### config.mk
export PLATFORM = sky130hd
export DESIGN_NAME = uart_tx_frame_phy
export DESIGN_NICKNAME = d
export VERILOG_FILES = /design/src/rtl/uart_tx_frame_phy.sv
export SDC_FILE = /design/constraint.sdc
export NUM_CORES = 1
export LEC_CHECK = 0
export CAP_MARGIN = 40
export CORE_UTILIZATION = 55
export DETAILED_ROUTE_END_ITERATION = 10
export PLACE_DENSITY = 0.78
export SYNTH_ARGS = -nofsm -noshare
export SYNTH_HDL_FRONTEND = slang
export SYNTH_SLANG_ARGS = --single-unit
### constraint.sdc
create_clock -name sys_clk -period 4.78 [get_ports sys_clk]
set_input_delay 0.717 -clock sys_clk [delete_from_list [all_inputs] [get_ports sys_clk]]
set_output_delay 0.717 -clock sys_clk [all_outputs]
set_load 0.03 [all_outputs]
### src/rtl/uart_tx_frame_phy.sv
// rtl/uart_tx_frame_phy.sv - parametrised UART frame transmitter
module uart_tx_frame_phy #(
    parameter int BAUD_DIV    = 434,
    parameter int BYTE_NUM    = 8,
    parameter int PARITY_MODE = 1,
    parameter int STOP_BITS   = 1,
    parameter int GAP_BITS    = 0
) (
    input  logic                    sys_clk,
    input  logic                    reset_n,
    input  logic [BYTE_NUM*8-1:0]   wr_data_in,
    input  logic                    wr_data_valid_in,
    output logic                    wr_data_ready_out,
    output logic                    tx_busy_out,
    output logic                    tx_done_out,
    output logic                    uart_tx_out
);

    localparam int TW = $clog2(BAUD_DIV);
    localparam int BW = (BYTE_NUM > 1) ? $clog2(BYTE_NUM) : 1;
    localparam int DW = BYTE_NUM * 8;
    localparam logic [TW-1:0] TIMER_MAX = TW'(BAUD_DIV - 1);
    localparam logic [BW-1:0] LAST_BYTE = BW'(BYTE_NUM - 1);
    localparam logic [3:0]    STOP_LAST = 4'(STOP_BITS - 1);
    localparam logic [3:0]    GAP_LAST  = 4'(GAP_BITS - 1);

    if (BAUD_DIV < 2) begin : g_bad_baud
        $error("BAUD_DIV must be >= 2");
    end
    if (BYTE_NUM < 1 || BYTE_NUM > 16) begin : g_bad_bytes
        $error("BYTE_NUM must be 1..16");
    end
    if (PARITY_MODE < 0 || PARITY_MODE > 2) begin : g_bad_parity
        $error("PARITY_MODE must be 0, 1 or 2");
    end
    if (STOP_BITS < 1 || STOP_BITS > 2) begin : g_bad_stop
        $error("STOP_BITS must be 1 or 2");
    end
    if (GAP_BITS < 0 || GAP_BITS > 15) begin : g_bad_gap
        $error("GAP_BITS must be 0..15");
    end

    typedef enum logic [2:0] {IDLE, START, DATA, PARITY, STOP, GAP} state_t;

    state_t          r_state;
    logic [TW-1:0]   r_timer;
    logic [2:0]      r_bit_idx;
    logic [BW-1:0]   r_byte_idx;
    logic [3:0]      r_cnt;
    logic [DW-1:0]   r_buf;
    logic [7:0]      r_byte;
    logic            w_bit_end;
    logic            w_par;

    assign w_bit_end = (r_timer == TIMER_MAX);
    assign w_par     = (PARITY_MODE == 2) ? ~(^r_byte) : (^r_byte);

    always_ff @(posedge sys_clk) begin
        if (!reset_n) begin
            r_state           <= IDLE;
            r_timer           <= '0;
            r_bit_idx         <= '0;
            r_byte_idx        <= '0;
            r_cnt             <= '0;
            r_buf             <= '0;
            r_byte            <= '0;
            uart_tx_out       <= 1'b1;
            wr_data_ready_out <= 1'b0;
            tx_busy_out       <= 1'b0;
            tx_done_out       <= 1'b0;
        end else begin
            tx_done_out <= 1'b0;
            if (r_state != IDLE) begin
                r_timer <= w_bit_end ? '0 : r_timer + TW'(1);
            end
            case (r_state)
                IDLE: begin
                    uart_tx_out <= 1'b1;
                    tx_busy_out <= 1'b0;
                    if (wr_data_ready_out && wr_data_valid_in) begin
                        // First byte goes straight to r_byte; the rest wait in r_buf.
                        r_byte            <= wr_data_in[DW-1 -: 8];
                        r_buf             <= wr_data_in << 8;
                        r_byte_idx        <= '0;
                        r_timer           <= '0;
                        uart_tx_out       <= 1'b0;
                        wr_data_ready_out <= 1'b0;
                        tx_busy_out       <= 1'b1;
                        r_state           <= START;
                    end else begin
                        wr_data_ready_out <= 1'b1;
                    end
                end
                START: begin
                    if (w_bit_end) begin
                        r_bit_idx   <= '0;
                        uart_tx_out <= r_byte[0];
                        r_state     <= DATA;
                    end
                end
                DATA: begin
                    if (w_bit_end) begin
                        if (r_bit_idx == 3'd7) begin
                            r_cnt <= '0;
                            if (PARITY_MODE != 0) begin
                                uart_tx_out <= w_par;
                                r_state     <= PARITY;
                            end else begin
                                uart_tx_out <= 1'b1;
                                r_state     <= STOP;
                            end
                        end else begin
                            r_bit_idx   <= r_bit_idx + 3'd1;
                            uart_tx_out <= r_byte[r_bit_idx + 3'd1];
                        end
                    end
                end
                PARITY: begin
                    if (w_bit_end) begin
                        uart_tx_out <= 1'b1;
                        r_cnt       <= '0;
                        r_state     <= STOP;
                    end
                end
                STOP: begin
                    if (w_bit_end) begin
                        if (r_cnt != STOP_LAST) begin
                            r_cnt <= r_cnt + 4'd1;
                        end else if (r_byte_idx == LAST_BYTE) begin
                            tx_done_out       <= 1'b1;
                            tx_busy_out       <= 1'b0;
                            wr_data_ready_out <= 1'b1;
                            r_state           <= IDLE;
                        end else if (GAP_BITS > 0) begin
                            r_cnt   <= '0;
                            r_state <= GAP;
                        end else begin
                            r_byte      <= r_buf[DW-1 -: 8];
                            r_buf       <= r_buf << 8;
                            r_byte_idx  <= r_byte_idx + BW'(1);
                            uart_tx_out <= 1'b0;
                            r_state     <= START;
                        end
                    end
                end
                GAP: begin
                    if (w_bit_end) begin
                        if (r_cnt != GAP_LAST) begin
                            r_cnt <= r_cnt + 4'd1;
                        end else begin
                            r_byte      <= r_buf[DW-1 -: 8];
                            r_buf       <= r_buf << 8;
                            r_byte_idx  <= r_byte_idx + BW'(1);
                            uart_tx_out <= 1'b0;
                            r_state     <= START;
                        end
                    end
                end
                default: r_state <= IDLE;
            endcase
        end
    end

endmodule

==> results of run 1 <==
metrics by stage:
stage	hold WS, ns	instance area [um2]
after floorplan	0.4356	4722
after global placement	0.4429	5388
after detailed placement	0.4514	5463
after CTS	0.4621	5664
after global routing	0.4881	5664
final	0.4661	5664
state kept, by name (all words and copies together), names as in the netlist:
name,count
uart_tx_out,1
r_buf,56
r_cnt,4
r_bit_idx,3
r_byte,8
r_timer,9
tx_done_out,1
wr_data_ready_out,1
tx_busy_out,1
r_byte_idx,3
r_state,3
layout make-up:
class,count,share of cell area
Multi-Input combinational cell,364,0.4736
Sequential cell,90,0.3181
Timing Repair Buffer,79,0.1449
Clock buffer,10,0.02430
Tap cell,105,0.02319
Clock inverter,5,0.01127
Inverter,7,0.004639
critical path: stages, from the launching register on:
cell and delay (ns):
dfxtp_1 0.74, or3_1 0.32, nor2_1 0.08, buf_4 0.18
a21oi_1 0.66, nor2_4 0.02, buf_4 0.35, a211oi_1 0.33
Yosys cell counts (2+ instances only):
cell type / n / area share
nor3_1: 4 / 0.0042
buf_4: 5 / 0.0079
a31oi_1: 2 / 0.0026
nand4_1: 8 / 0.011
buf_6: 6 / 0.014
nand3b_1: 5 / 0.0079
dfxtp_1: 90 / 0.38
ha_1: 10 / 0.026
a21o_1: 2 / 0.0032
a21oi_1: 86 / 0.091
a211oi_2: 19 / 0.050
nand4b_1: 10 / 0.019
o21a_1: 3 / 0.0048
a211oi_1: 45 / 0.072
mux2i_1: 57 / 0.12
nand3_1: 5 / 0.0053
nand2b_1: 3 / 0.0040
nor2b_1: 3 / 0.0040
buf_2: 8 / 0.0085
nor2_1: 16 / 0.013
or3_1: 6 / 0.0079
a211o_1: 3 / 0.0056
and3_1: 2 / 0.0026
nand2_1: 17 / 0.014
inv_1: 6 / 0.0048
xnor2_1: 7 / 0.013
o21ai_0: 21 / 0.022
mux4_2: 2 / 0.0095
o311ai_0: 2 / 0.0037
o22ai_1: 2 / 0.0026
nor3b_1: 2 / 0.0032
clkbuf_1: 25 / 0.020
worst max path at each step:
stage / slack [ns] / endpoint / startpoint
global route: 1.76 / r_buf[34] / r_state[2]
detailed placement: 1.77 / r_buf[34] / wr_data_valid_in
floorplan: 2.71 / r_buf[63] / r_state[1]
CTS: 2.00 / r_buf[34] / r_state[2]
finish: 1.99 / r_buf[34] / r_state[2]
global placement: 1.88 / r_buf[23] / reset_n
logic make-up after synthesis:
group | Yosys count | synth area share
compound gates | 196 | 0.2777
xor+xnor | 7 | 0.01298
simple gates | 92 | 0.1147
buf+inv | 51 | 0.05617
mux | 59 | 0.1304
flops | 90 | 0.3816
fa+ha+maj | 10 | 0.02650
layer usage:
metal  routed length [um]  part of all wire  vias up  global-route usage
met5                    0                 0        -                   0
met4                  173             0.016        0             0.09722
met3                  454             0.042       16             0.04106
met2                 5181              0.48       96              0.4119
met1                 5051              0.47     1914              0.3330
li1                     -                 -     2009                   -
power by group through the flow:
stage / Sequential, uW / Combinational (uW) / Clock, uW
floorplan: 985 / 587 / 0
global placement: 1000 / 728 / 0
detailed placement: 1010 / 752 / 0
CTS: 993 / 757 / 533
global route: 1010 / 834 / 571
finish: 995 / 756 / 527
==> results_tabular.tex, run 1 <==
\begin{tabular}{lr}
\hline
Metric & Value \\
\hline
\multicolumn{2}{l}{\textbf{Routing}} \\
\quad Detail-routed net length per standard cell & 16.46 um \\
\quad Post-detailed-route DRC marker count & 0 \\
\quad Detail Route Antenna Nets & 0 \\
\quad Post-detailed-route via-to-cell ratio & 6.114 \\
\quad Overall routed net length & 10.86 mm \\
\quad Detailed-router iteration count before antenna repair & 5 \\
\quad Via count of the routed design & 4035 \\
\quad Violation count after the first detailed-routing iteration & 248 \\
\multicolumn{2}{l}{\textbf{Placed design}} \\
\quad Port Buffers & 70 \\
\quad Pre-CTS WS & approximately 1.8 ns \\
\quad Number of placed instances, taps included & 645 \\
\quad Final weighted congestion in routability-driven placement & 0.8496 \\
\quad Placed wire-length estimate & 7.376 mm \\
\multicolumn{2}{l}{\textbf{STA}} \\
\quad Setup TNS & 0 ns \\
\quad Maximum operating frequency & 0.3579 GHz \\
\quad Number of failing hold endpoints at the final stage & 0 \\
\quad Worst Max-Slew Pin Slew & 0.8454 ns \\
\quad Max-slew headroom at the worst pin & 0.4364 \\
\quad Final period util & 0.5846 \\
\quad Final slew viol count & 0 \\
\quad Final setup vio count & 0 \\
\quad Final worst path period need & 2.794 ns \\
\quad Setup slack of the critical path after layout & 1.986 ns \\
\quad Setup skew after layout & 0.01475 ns \\
\quad Setup repair after global routing missed its margin & false \\
\multicolumn{2}{l}{\textbf{Global route}} \\
\quad Global route total overflow & 0 \\
\quad Combined global-route utilization of all metal layers & 0.2524 \\
\quad Maximum number of pins on one net before global-route repair & 60 \\
\quad First-pass GRT wire length & 17.88 mm \\
\quad Initial antenna violation count & 0 \\
\quad Vias in the first global route & 3793 \\
\multicolumn{2}{l}{\textbf{Setup path}} \\
\quad Startpoint kind of the worst setup timing path & flop \\
\quad Reg2reg end & r\_buf[34] \\
\quad Startpoint of the worst register-to-register path & r\_state[2] \\
\quad Required arrival time at the worst endpoint & about 5.0 ns \\
\quad Count of cells along the worst register-to-register path & 7 \\
\quad Worst setup EP type & flop \\
\quad Crit Path Max Fanout & 56 \\
\quad Worst Path Class, Setup & reg2reg \\
\quad FF-to-FF setup slack & 1.99 ns \\
\quad Signal arrival time at the worst endpoint & 3.05 ns \\
\multicolumn{2}{l}{\textbf{Power and ir drop}} \\
\quad Pleak & around 0.0018 uW \\
\quad Internal Power & 1488 uW \\
\quad Power per standard cell area & 402.2 mW/mm2 \\
\quad Sw frac & 0.3469 \\
\quad Total net switching power & 790.4 uW \\
\quad Final Power & between 2000 and 2500 uW \\
\quad Fraction of power consumed by combinational cells & 0.332 \\
\quad Sequential Power Share & 0.437 \\
\quad Largest voltage drop on the vdd net & approximately 0.00020 V \\
\quad Clk network pwr share & 0.232 \\
\multicolumn{2}{l}{\textbf{Hold path}} \\
\quad Number of cells on the worst hold path & 2 \\
\quad Type of the most critical hold path & reg2reg \\
\quad Worst hold path startpoint & r\_bit\_idx[1] \\
\quad Hold Path Sink & r\_bit\_idx[1] \\
\multicolumn{2}{l}{\textbf{Finish}} \\
\quad FF/Latch Area & 0.001802 mm2 \\
\quad Layout overhead on the synthesized area & 19.95\% \\
\quad Nets & between 600 and 700 \\
\quad Filler cells & 681 \\
\quad Utilization after layout & 0.6859 \\
\quad Most common cell after layout, fill and taps aside & dfxtp\_1 \\
\quad Highest-count cells in the layout ignoring fill and taps & dfxtp\_1 (90), a21oi\_1 (86), clkdlybuf4s50\_1 (70) \\
\quad Count of placed standard cells in the final layout, fillers left out & 660 \\
\quad Number of antenna diodes & 0 \\
\quad Multi-input gate area in the final layout & 0.002683 mm2 \\
\quad Share of post-route cells with drive strength above 1 & 0.09550 \\
\multicolumn{2}{l}{\textbf{Logic synthesis}} \\
\quad Most used DFF post-synth & dfxtp\_1 \\
\quad Synthesized area & 0.004722 mm2 \\
\quad Net Count, Synth & just under 600 \\
\quad Share of the yosys chip area belonging to registers & 0.3816 \\
\quad Synthesis-stage register bit count & 90 \\
\quad Mean area per synthesized cell & approximately 9.4 um2 \\
\quad Number of instances in the synthesized netlist & roughly 510 \\
\quad Count of synthesis-stage warnings from yosys & 0 \\
\quad Number of flops mapped to enable cells by yosys & 0 \\
\quad Share of synthesized flip-flops with an asynchronous set or reset & 0 \\
\quad Number of unique standard cell types used by synthesis & 55 \\
\multicolumn{2}{l}{\textbf{CTS}} \\
\quad Resized Gates After CTS & 0 \\
\quad Clock Latency Late Sink & 0.35 ns \\
\quad CTS tree & built \\
\quad Hold buffer count at cts & 0 \\
\quad Clock transition time at the flip-flop clock pins of the worst setup and hold paths & 0.09 ns \\
\quad Clock Sink Count & 90 \\
\quad Cell chosen for the clock root & clkbuf\_8 \\
\quad Buffer levels on the longest clock path & 2 \\
\quad Buffers inserted by post-CTS timing repair & 0 \\
\quad CTS buffer count & 9 \\
\quad Number of levels in the clock H-tree & 3 \\
\multicolumn{2}{l}{\textbf{Die}} \\
\quad Number of placed I/O pins & 71 \\
\quad Core box area & around 0.0083 mm2 \\
\quad Die area & 0.008961 mm2 \\
\quad Width of the die & roughly 95 um \\
\quad Cell row count & 33 \\
\quad Starting density of the core & 0.5718 \\
\quad Die height & between 90 and 100 um \\
\multicolumn{2}{l}{\textbf{Job}} \\
\quad Number of maximum-capacitance constraint violations & 0 \\
\multicolumn{2}{l}{\textbf{Run status}} \\
\quad Result of the run & finished clean \\
\hline
\end{tabular}
(Power assumes the default switching activity.)
==> run 2: changes to the inputs <==
--- a/config.mk
+++ b/config.mk
@@ -6,9 +6,9 @@
 export NUM_CORES = 1
 export LEC_CHECK = 0
 export CAP_MARGIN = 40
-export CORE_UTILIZATION = 55
+export CORE_UTILIZATION = 54
 export DETAILED_ROUTE_END_ITERATION = 10
-export PLACE_DENSITY = 0.78
+export PLACE_DENSITY = 0.77
 export SYNTH_ARGS = -nofsm -noshare
 export SYNTH_HDL_FRONTEND = slang
 export SYNTH_SLANG_ARGS = --single-unit
==> constraint.sdc (replaced) <==
create_clock -name sys_clk -period 2.7 [get_ports sys_clk]
set_input_delay 0.405 -clock sys_clk [delete_from_list [all_inputs] [get_ports sys_clk]]
set_output_delay 0.405 -clock sys_clk [all_outputs]
set_load 0.03 [all_outputs]
==> results_tabular.tex, run 2 (same netlist as run 1, synthesis figures left out) <==
\begin{tabular}{lr}
\hline
Metric & Value \\
\hline
\multicolumn{2}{l}{\textbf{Routing}} \\
\quad Post-detailed-route via-to-cell ratio & 6.179 (was 6.114) \\
\quad Wire length on met2 & 5.295 mm (was 5.181 mm) \\
\quad Post-detailed-route DRC marker count & 0 (unchanged) \\
\quad Detail Route Antenna Nets & 0 (unchanged) \\
\quad Detailed-router iteration count before antenna repair & 5 (unchanged) \\
\quad Overall routed net length & 11.00 mm (was 10.86 mm) \\
\quad Met1 routed wirelength after detailed routing & 5.022 mm (was 5.051 mm) \\
\quad Violation count after the first detailed-routing iteration & 348 (was 248) \\
\quad Metal3 WL & 471 um (was 454 um) \\
\quad Via count of the routed design & 4109 (was 4035) \\
\quad Max Used Layer & met4 (unchanged) \\
\quad Detail-routed net length per standard cell & 16.54 um (was 16.46 um) \\
\multicolumn{2}{l}{\textbf{Setup path}} \\
\quad Series of cell instances along the critical path & inv\_1 > ha\_1 > or3b\_1 > o31a\_1 > o21ai\_4 > buf\_12 > a21oi\_1 > a211oi\_1 (was or3\_1 > nor2\_1 > buf\_4 > a21oi\_1 > nor2\_4 > buf\_4 > a211oi\_1) \\
\quad Crit path largest cell delay & 0.41 ns (was 0.74 ns) \\
\quad CP startpoint & r\_cnt[0] (was r\_state[2]) \\
\quad Required arrival time at the worst endpoint & 2.97 ns (was 5.03 ns) \\
\quad Startpoint of the worst register-to-register path & r\_cnt[0] (was r\_state[2]) \\
\quad Signal arrival time at the worst endpoint & 2.50 ns (was 3.05 ns) \\
\quad Worst Path Class, Setup & reg2reg (unchanged) \\
\quad Startpoint kind of the worst setup timing path & flop (unchanged) \\
\quad Worst setup EP type & flop (unchanged) \\
\quad Slowest CP cell & or3b\_1 (was dfxtp\_1) \\
\quad Crit Path Max Fanout & 67 (was 56) \\
\multicolumn{2}{l}{\textbf{CTS}} \\
\quad Cell chosen for the clock root & clkbuf\_8 (unchanged) \\
\quad Clock transition time at the flip-flop clock pins of the worst setup and hold paths & 0.10 ns (was 0.09 ns) \\
\quad Clock Latency Late Sink & 0.37 ns (was 0.35 ns) \\
\quad Buffers inserted by post-CTS timing repair & 0 (unchanged) \\
\quad Hold buffer count at cts & 0 (unchanged) \\
\quad Clock Sink Count & 90 (unchanged) \\
\quad Number of levels in the clock H-tree & 3 (unchanged) \\
\quad CTS tree & built (unchanged) \\
\quad Buffer levels on the longest clock path & 2 (unchanged) \\
\quad CTS buffer count & 9 (unchanged) \\
\quad Resized Gates After CTS & 0 (unchanged) \\
\multicolumn{2}{l}{\textbf{Finish}} \\
\quad Max reg flops & 56 (unchanged) \\
\quad Nets & 632 (was 628) \\
\quad Share of post-route cells with drive strength above 1 & 0.1036 (was 0.09550) \\
\quad Most common cell after layout, fill and taps aside & dfxtp\_1 (unchanged) \\
\quad Highest-count cells in the layout ignoring fill and taps & dfxtp\_1 (90), a21oi\_1 (86), clkdlybuf4s50\_1 (70) (unchanged) \\
\quad Register with the most flip-flops & r\_buf (unchanged) \\
\quad Layout overhead on the synthesized area & 20.59\% (was 19.95\%) \\
\quad Number of antenna diodes & 0 (unchanged) \\
\quad Filler cells & 693 (was 681) \\
\quad Largest regs & r\_buf (56), r\_timer (9), r\_byte (8) (unchanged) \\
\multicolumn{2}{l}{\textbf{STA}} \\
\quad Final worst path period need & 2.232 ns (was 2.794 ns) \\
\quad Setup TNS & 0 ns (unchanged) \\
\quad Setup repair after global routing missed its margin & false (unchanged) \\
\quad Final setup vio count & 0 (unchanged) \\
\quad Maximum operating frequency & 0.4480 GHz (was 0.3579 GHz) \\
\quad Setup skew after layout & 0.01407 ns (was 0.01475 ns) \\
\quad Setup slack of the critical path after layout & 0.4676 ns (was 1.986 ns) \\
\quad Final period util & 0.8268 (was 0.5846) \\
\quad Max-slew headroom at the worst pin & 0.4795 (was 0.4364) \\
\quad Number of failing hold endpoints at the final stage & 0 (unchanged) \\
\quad Final slew viol count & 0 (unchanged) \\
\quad Worst Max-Slew Pin Slew & 0.7796 ns (was 0.8454 ns) \\
\multicolumn{2}{l}{\textbf{Global route}} \\
\quad Vias in the first global route & 3894 (was 3793) \\
\quad Global route total overflow & 0 (unchanged) \\
\quad Combined global-route utilization of all metal layers & 0.2473 (was 0.2524) \\
\quad Initial antenna violation count & 0 (unchanged) \\
\quad Maximum number of pins on one net before global-route repair & 68 (was 60) \\
\quad First-pass GRT wire length & 17.77 mm (was 17.88 mm) \\
\multicolumn{2}{l}{\textbf{Hold path}} \\
\quad Worst hold path startpoint & r\_bit\_idx[2] (was r\_bit\_idx[1]) \\
\quad Type of the most critical hold path & reg2reg (unchanged) \\
\multicolumn{2}{l}{\textbf{Die}} \\
\quad Die height & 95.51 um (was 94.66 um) \\
\quad Die area & 0.009122 mm2 (was 0.008961 mm2) \\
\quad Number of placed I/O pins & 71 (unchanged) \\
\quad Starting density of the core & 0.5662 (was 0.5718) \\
\quad Cell row count & 33 (unchanged) \\
\quad Core box area & 0.008341 mm2 (was 0.008258 mm2) \\
\quad Width of the die & 95.51 um (was 94.66 um) \\
\multicolumn{2}{l}{\textbf{Placed design}} \\
\quad Placed wire-length estimate & 7.378 mm (was 7.376 mm) \\
\quad Port Buffers & 70 (unchanged) \\
\quad Final weighted congestion in routability-driven placement & 0.8671 (was 0.8496) \\
\quad Pre-CTS WS & 0.5050 ns (was 1.768 ns) \\
\multicolumn{2}{l}{\textbf{Power and ir drop}} \\
\quad Largest voltage drop on the vdd net & 0.0003581 V (was 0.0002049 V) \\
\quad Pleak & 0.001808 uW (was 0.001787 uW) \\
\quad Power per standard cell area & 711.7 mW/mm2 (was 402.2 mW/mm2) \\
\multicolumn{2}{l}{\textbf{Job}} \\
\quad Number of maximum-capacitance constraint violations & 0 (unchanged) \\
\multicolumn{2}{l}{\textbf{Run status}} \\
\quad Result of the run & finished clean (unchanged) \\
\hline
\end{tabular}
[run 2: cell count changes in the layout (fill, tap and decap cells not counted), sizes merged]
cell / previous run / this run
clkbuf: 10 / 9
bufinv: 1 / 0
inv: 8 / 12
clkinv: 2 / 1
buf: 9 / 13
[run 2: area by class of cell]
type,count,area (um2),share of cell area
clock buffer,9,123.9,0.02175
inverter,7,26.28,0.004614
sequential,90,1802,0.3164
multi-input combinational,364,2683,0.4711
timing repair buffer,83,860.8,0.1512
clock inverter,7,67.56,0.01187
tap,105,131.4,0.02307
[run 2: path summary, 6_finish.rpt]
kind / endpoint / slack, ns / cells past startpoint
hold reg to reg: r_bit_idx[2] / 0.47 / 2
setup reg to reg: r_buf[25] / 0.47 / 8
hold / removal: r_bit_idx[2] / 0.47 / 2
setup / recovery: r_buf[25] / 0.47 / 8
[run 2: critical path: cells and delay by family, from the launching register on]
kind	cells	cell delay (ns)
DFF	1	0.34
and+or+nand+nor	1	0.41
AOI/OAI and AO/OA	4	0.81
adders and majority gates	1	0.16
buffers and inverters	2	0.37
[run 2: metal layers]
layer / up-vias / track usage
met5: - / 0
met4: 0 / 0.08955
met3: 18 / 0.03429
met2: 121 / 0.4185
met1: 1941 / 0.3200
li1: 2029 / -
[run 2: where the power goes]
| group | total, uW | switching (uW) | internal [uW] |
|---|---|---|---|
| logic | 1400 | 753 | 646 |
| registers | 1750 | 181 | 1570 |
| clock network | 902 | 540 | 362 |
| total | 4050 | 1470 | 2580 |
[run 2: through the flow]
step	util	instance area [um2]	power [uW]	hold slack (ns)	cells
global placement	0.6598	5503	3114	0.4466	649
finish	0.6827	5694	4052	0.4690	665
detailed placement	0.6598	5503	3173	0.4592	649
floorplan	-	4722	2783	0.4356	505
global route	0.6827	5694	4295	0.4960	665
CTS	0.6827	5694	4064	0.4722	665
==> run 3: changes to the inputs <==
--- a/config.mk
+++ b/config.mk
@@ -6,9 +6,9 @@
 export NUM_CORES = 1
 export LEC_CHECK = 0
 export CAP_MARGIN = 40
-export CORE_UTILIZATION = 54
+export CORE_UTILIZATION = 49
 export DETAILED_ROUTE_END_ITERATION = 10
-export PLACE_DENSITY = 0.77
+export PLACE_DENSITY = 0.73
 export SYNTH_ARGS = -nofsm -noshare
 export SYNTH_HDL_FRONTEND = slang
 export SYNTH_SLANG_ARGS = --single-unit
==> constraint.sdc (replaced) <==
create_clock -name sys_clk -period 2 [get_ports sys_clk]
set_input_delay 0.3 -clock sys_clk [delete_from_list [all_inputs] [get_ports sys_clk]]
set_output_delay 0.3 -clock sys_clk [all_outputs]
set_load 0.03 [all_outputs]
==> results_tabular.tex, run 3 (same netlist as run 1, synthesis figures left out) <==
\begin{tabular}{lr}
\hline
Metric & Value \\
\hline
\multicolumn{2}{l}{\textbf{Run status}} \\
\quad Result of the run & complete, but fails checks (was finished clean) \\
\quad Violations in the final reports & negative setup slack \\
\multicolumn{2}{l}{\textbf{Power and ir drop}} \\
\quad Pleak & 0.002150 uW (was 0.001808 uW) \\
\quad Largest voltage drop on the vdd net & 0.0004546 V (was 0.0003581 V) \\
\quad Power per standard cell area & 954.3 mW/mm2 (was 711.7 mW/mm2) \\
\quad Final Power & 6185 uW (was 4052 uW) \\
\multicolumn{2}{l}{\textbf{Global route}} \\
\quad Vias in the first global route & 4290 (was 3894) \\
\quad First-pass GRT wire length & 20.49 mm (was 17.77 mm) \\
\quad Global route total overflow & 0 (unchanged) \\
\quad Initial antenna violation count & 0 (unchanged) \\
\quad Maximum number of pins on one net before global-route repair & 60 (was 68) \\
\quad Combined global-route utilization of all metal layers & 0.2519 (was 0.2473) \\
\multicolumn{2}{l}{\textbf{STA}} \\
\quad Setup slack of the critical path after layout & -0.1733 ns (was 0.4676 ns) \\
\quad Max-slew headroom at the worst pin & 0.7396 (was 0.4795) \\
\quad Worst hold-check slack & 0.4738 ns (was 0.4690 ns) \\
\quad Final setup vio count & 67 (was 0) \\
\quad Final period util & 1.087 (was 0.8268) \\
\quad Final worst path period need & 2.173 ns (was 2.232 ns) \\
\quad Final slew viol count & 0 (unchanged) \\
\quad Setup skew after layout & 0.01227 ns (was 0.01407 ns) \\
\quad Worst Max-Slew Pin Slew & 0.3876 ns (was 0.7796 ns) \\
\quad Number of failing hold endpoints at the final stage & 0 (unchanged) \\
\quad Setup repair after global routing missed its margin & true (was false) \\
\quad Maximum operating frequency & 0.4601 GHz (was 0.4480 GHz) \\
\multicolumn{2}{l}{\textbf{Placed design}} \\
\quad Final weighted congestion in routability-driven placement & 0.8851 (was 0.8671) \\
\quad Port Buffers & 70 (unchanged) \\
\quad Post-Place Cell Area & 0.005736 mm2 (was 0.005503 mm2) \\
\quad Number of placed instances, taps included & 695 (was 649) \\
\quad Placed wire-length estimate & 7.814 mm (was 7.378 mm) \\
\multicolumn{2}{l}{\textbf{Die}} \\
\quad Starting density of the core & 0.5086 (was 0.5662) \\
\quad Die area & 0.01003 mm2 (was 0.009122 mm2) \\
\quad Number of placed I/O pins & 71 (unchanged) \\
\quad Width of the die & 100.2 um (was 95.51 um) \\
\quad Cell row count & 35 (was 33) \\
\quad Core box area & 0.009284 mm2 (was 0.008341 mm2) \\
\quad Die height & 100.2 um (was 95.51 um) \\
\multicolumn{2}{l}{\textbf{Finish}} \\
\quad Number of antenna diodes & 0 (unchanged) \\
\quad Max reg flops & 56 (unchanged) \\
\quad Largest regs & r\_buf (56), r\_timer (9), r\_byte (8) (unchanged) \\
\quad Layout overhead on the synthesized area & 37.25\% (was 20.59\%) \\
\quad Most common cell after layout, fill and taps aside & dfxtp\_1 (unchanged) \\
\quad Layout Cell Area excl Fill & 0.006481 mm2 (was 0.005694 mm2) \\
\quad Highest-count cells in the layout ignoring fill and taps & dfxtp\_1 (89), a21oi\_1 (76), clkdlybuf4s50\_1 (70) (was dfxtp\_1 (90), a21oi\_1 (86), clkdlybuf4s50\_1 (70)) \\
\quad Share of post-route cells with drive strength above 1 & 0.2371 (was 0.1036) \\
\quad Register with the most flip-flops & r\_buf (unchanged) \\
\quad Utilization after layout & 0.6981 (was 0.6827) \\
\quad Nets & 671 (was 632) \\
\quad Count of placed standard cells in the final layout, fillers left out & 728 (was 665) \\
\quad Filler cells & 706 (was 693) \\
\multicolumn{2}{l}{\textbf{Setup path}} \\
\quad Signal arrival time at the worst endpoint & 2.42 ns (was 2.50 ns) \\
\quad CP startpoint & r\_cnt[0] (unchanged) \\
\quad Crit Path Max Fanout & 7 (was 67) \\
\quad Startpoint of the worst register-to-register path & r\_cnt[0] (unchanged) \\
\quad Largest delay share family, worst path & compound AO/OA/AOI/OAI gates (unchanged) \\
\quad Buf/Inv on CP & 3 (was 2) \\
\quad Startpoint kind of the worst setup timing path & flop (unchanged) \\
\quad Slowest CP cell & or3b\_4 (was or3b\_1) \\
\quad Series of cell instances along the critical path & inv\_2 > ha\_4 > or3b\_4 > o31a\_1 > o21a\_1 > nor2\_4 > buf\_6 > clkbuf\_16 > a211oi\_2 (was inv\_1 > ha\_1 > or3b\_1 > o31a\_1 > o21ai\_4 > buf\_12 > a21oi\_1 > a211oi\_1) \\
\quad Critical Path Sink & r\_buf[23] (was r\_buf[25]) \\
\quad Count of cells along the worst register-to-register path & 9 (was 8) \\
\quad FF-to-FF setup slack & -0.17 ns (was 0.47 ns) \\
\quad Required arrival time at the worst endpoint & 2.24 ns (was 2.97 ns) \\
\quad Worst setup EP type & flop (unchanged) \\
\quad Worst Path Class, Setup & reg2reg (unchanged) \\
\quad Stages on the worst setup path & 9 (was 8) \\
\quad Crit path largest cell delay & 0.37 ns (was 0.41 ns) \\
\quad Reg2reg end & r\_buf[23] (was r\_buf[25]) \\
\multicolumn{2}{l}{\textbf{Routing}} \\
\quad Detailed-router iteration count before antenna repair & 4 (was 5) \\
\quad Overall routed net length & 12.97 mm (was 11.00 mm) \\
\quad Via count of the routed design & 4378 (was 4109) \\
\quad Detail Route Antenna Nets & 0 (unchanged) \\
\quad Post-detailed-route via-to-cell ratio & 6.014 (was 6.179) \\
\quad Detail-routed net length per standard cell & 17.81 um (was 16.54 um) \\
\quad Post-detailed-route DRC marker count & 0 (unchanged) \\
\quad Violation count after the first detailed-routing iteration & 222 (was 348) \\
\multicolumn{2}{l}{\textbf{CTS}} \\
\quad Clock Sink Count & 90 (unchanged) \\
\quad CTS tree & built (unchanged) \\
\quad Clock Latency Late Sink & 0.36 ns (was 0.37 ns) \\
\quad Number of levels in the clock H-tree & 3 (unchanged) \\
\quad Buffer levels on the longest clock path & 2 (unchanged) \\
\quad Cell chosen for the clock root & clkbuf\_8 (unchanged) \\
\quad Hold buffer count at cts & 0 (unchanged) \\
\quad CTS buffer count & 9 (unchanged) \\
\quad Clock transition time at the flip-flop clock pins of the worst setup and hold paths & 0.10 ns (about the same) \\
\multicolumn{2}{l}{\textbf{Hold path}} \\
\quad Number of cells on the worst hold path & 2 (unchanged) \\
\quad Type of the most critical hold path & reg2reg (unchanged) \\
\multicolumn{2}{l}{\textbf{Job}} \\
\quad Number of maximum-capacitance constraint violations & 0 (unchanged) \\
\hline
\end{tabular}
## run 3: cell count changes in the layout (fill, tap and decap cells not counted), moves of 4 or more
cell / delta
a211oi_2: +19
a21oi_1: -10
a21oi_2: +9
buf_4: +22
buf_12: +7
buf_6: +4
a211oi_1: -20
## run 3: how the worst min path moves through the flow
stage                    to  slack [ns]          from
6_report       r_bit_idx[2]        0.47  r_bit_idx[2]
5_1_grt        r_bit_idx[2]        0.50  r_bit_idx[2]
4_1_cts        r_bit_idx[2]        0.47  r_bit_idx[2]
3_5_place_dp   r_bit_idx[2]        0.46  r_bit_idx[2]
3_3_place_gp   r_bit_idx[1]        0.45  r_bit_idx[1]
2_1_floorplan    r_timer[3]        0.42       reset_n
## run 3: cell type report
class / count / area [um2] / area share
Sequential cell: 90 / 1803 / 0.2782
Tap cell: 129 / 161.4 / 0.02490
Multi-Input combinational cell: 364 / 2918 / 0.4502
Timing Repair Buffer: 122 / 1359 / 0.2097
Clock buffer: 9 / 123.9 / 0.01911
Clock inverter: 7 / 90.09 / 0.01390
Inverter: 7 / 26.28 / 0.004054
## run 3: stage by stage
| stage | setup TNS (ns) | worst slack (ns) |
|---|---|---|
| floorplan | -0.00009193 | -0.00009193 |
| global placement | 0 | 0.02189 |
| detailed placement | -2.159 | -0.1137 |
| CTS | -6.425 | -0.1256 |
| global route | -13.26 | -0.2674 |
| finish | -8.066 | -0.1733 |
## run 3: worst reg2reg max path, stage by stage, from the launching register on
cell	delay, ns
dfxtp_2	0.34
inv_2	0.08
ha_4	0.13
or3b_4	0.37
o31a_1	0.34
o21a_1	0.25
nor2_4	0.15
buf_6	0.17
clkbuf_16	0.17
a211oi_2	0.07
## run 3: metal layers
metal | vias to the layer above | GRT usage | routed length, um | share of wire
li1 | 2102 | - | - | -
met1 | 2148 | 0.3256 | 5855 | 0.45
met2 | 107 | 0.4405 | 6475 | 0.50
met3 | 21 | 0.03343 | 397 | 0.031
met4 | 0 | 0.06912 | 236 | 0.018
met5 | - | 0 | 0 | 0
## run 3: where the power goes
part,switching (uW),total [uW],internal [uW]
Sequential,227,2350,2120
Combinational,1280,2490,1200
Clock,736,1350,616
Total,2250,6180,3940
## run 3: timing repair
item                       CTS  global route
gates resized for setup     20            45
hold endpoints to repair     0             0
setup endpoints to repair   63            73
buffers inserted             8             4
pin swaps                    9            52
gates cloned                 6             3
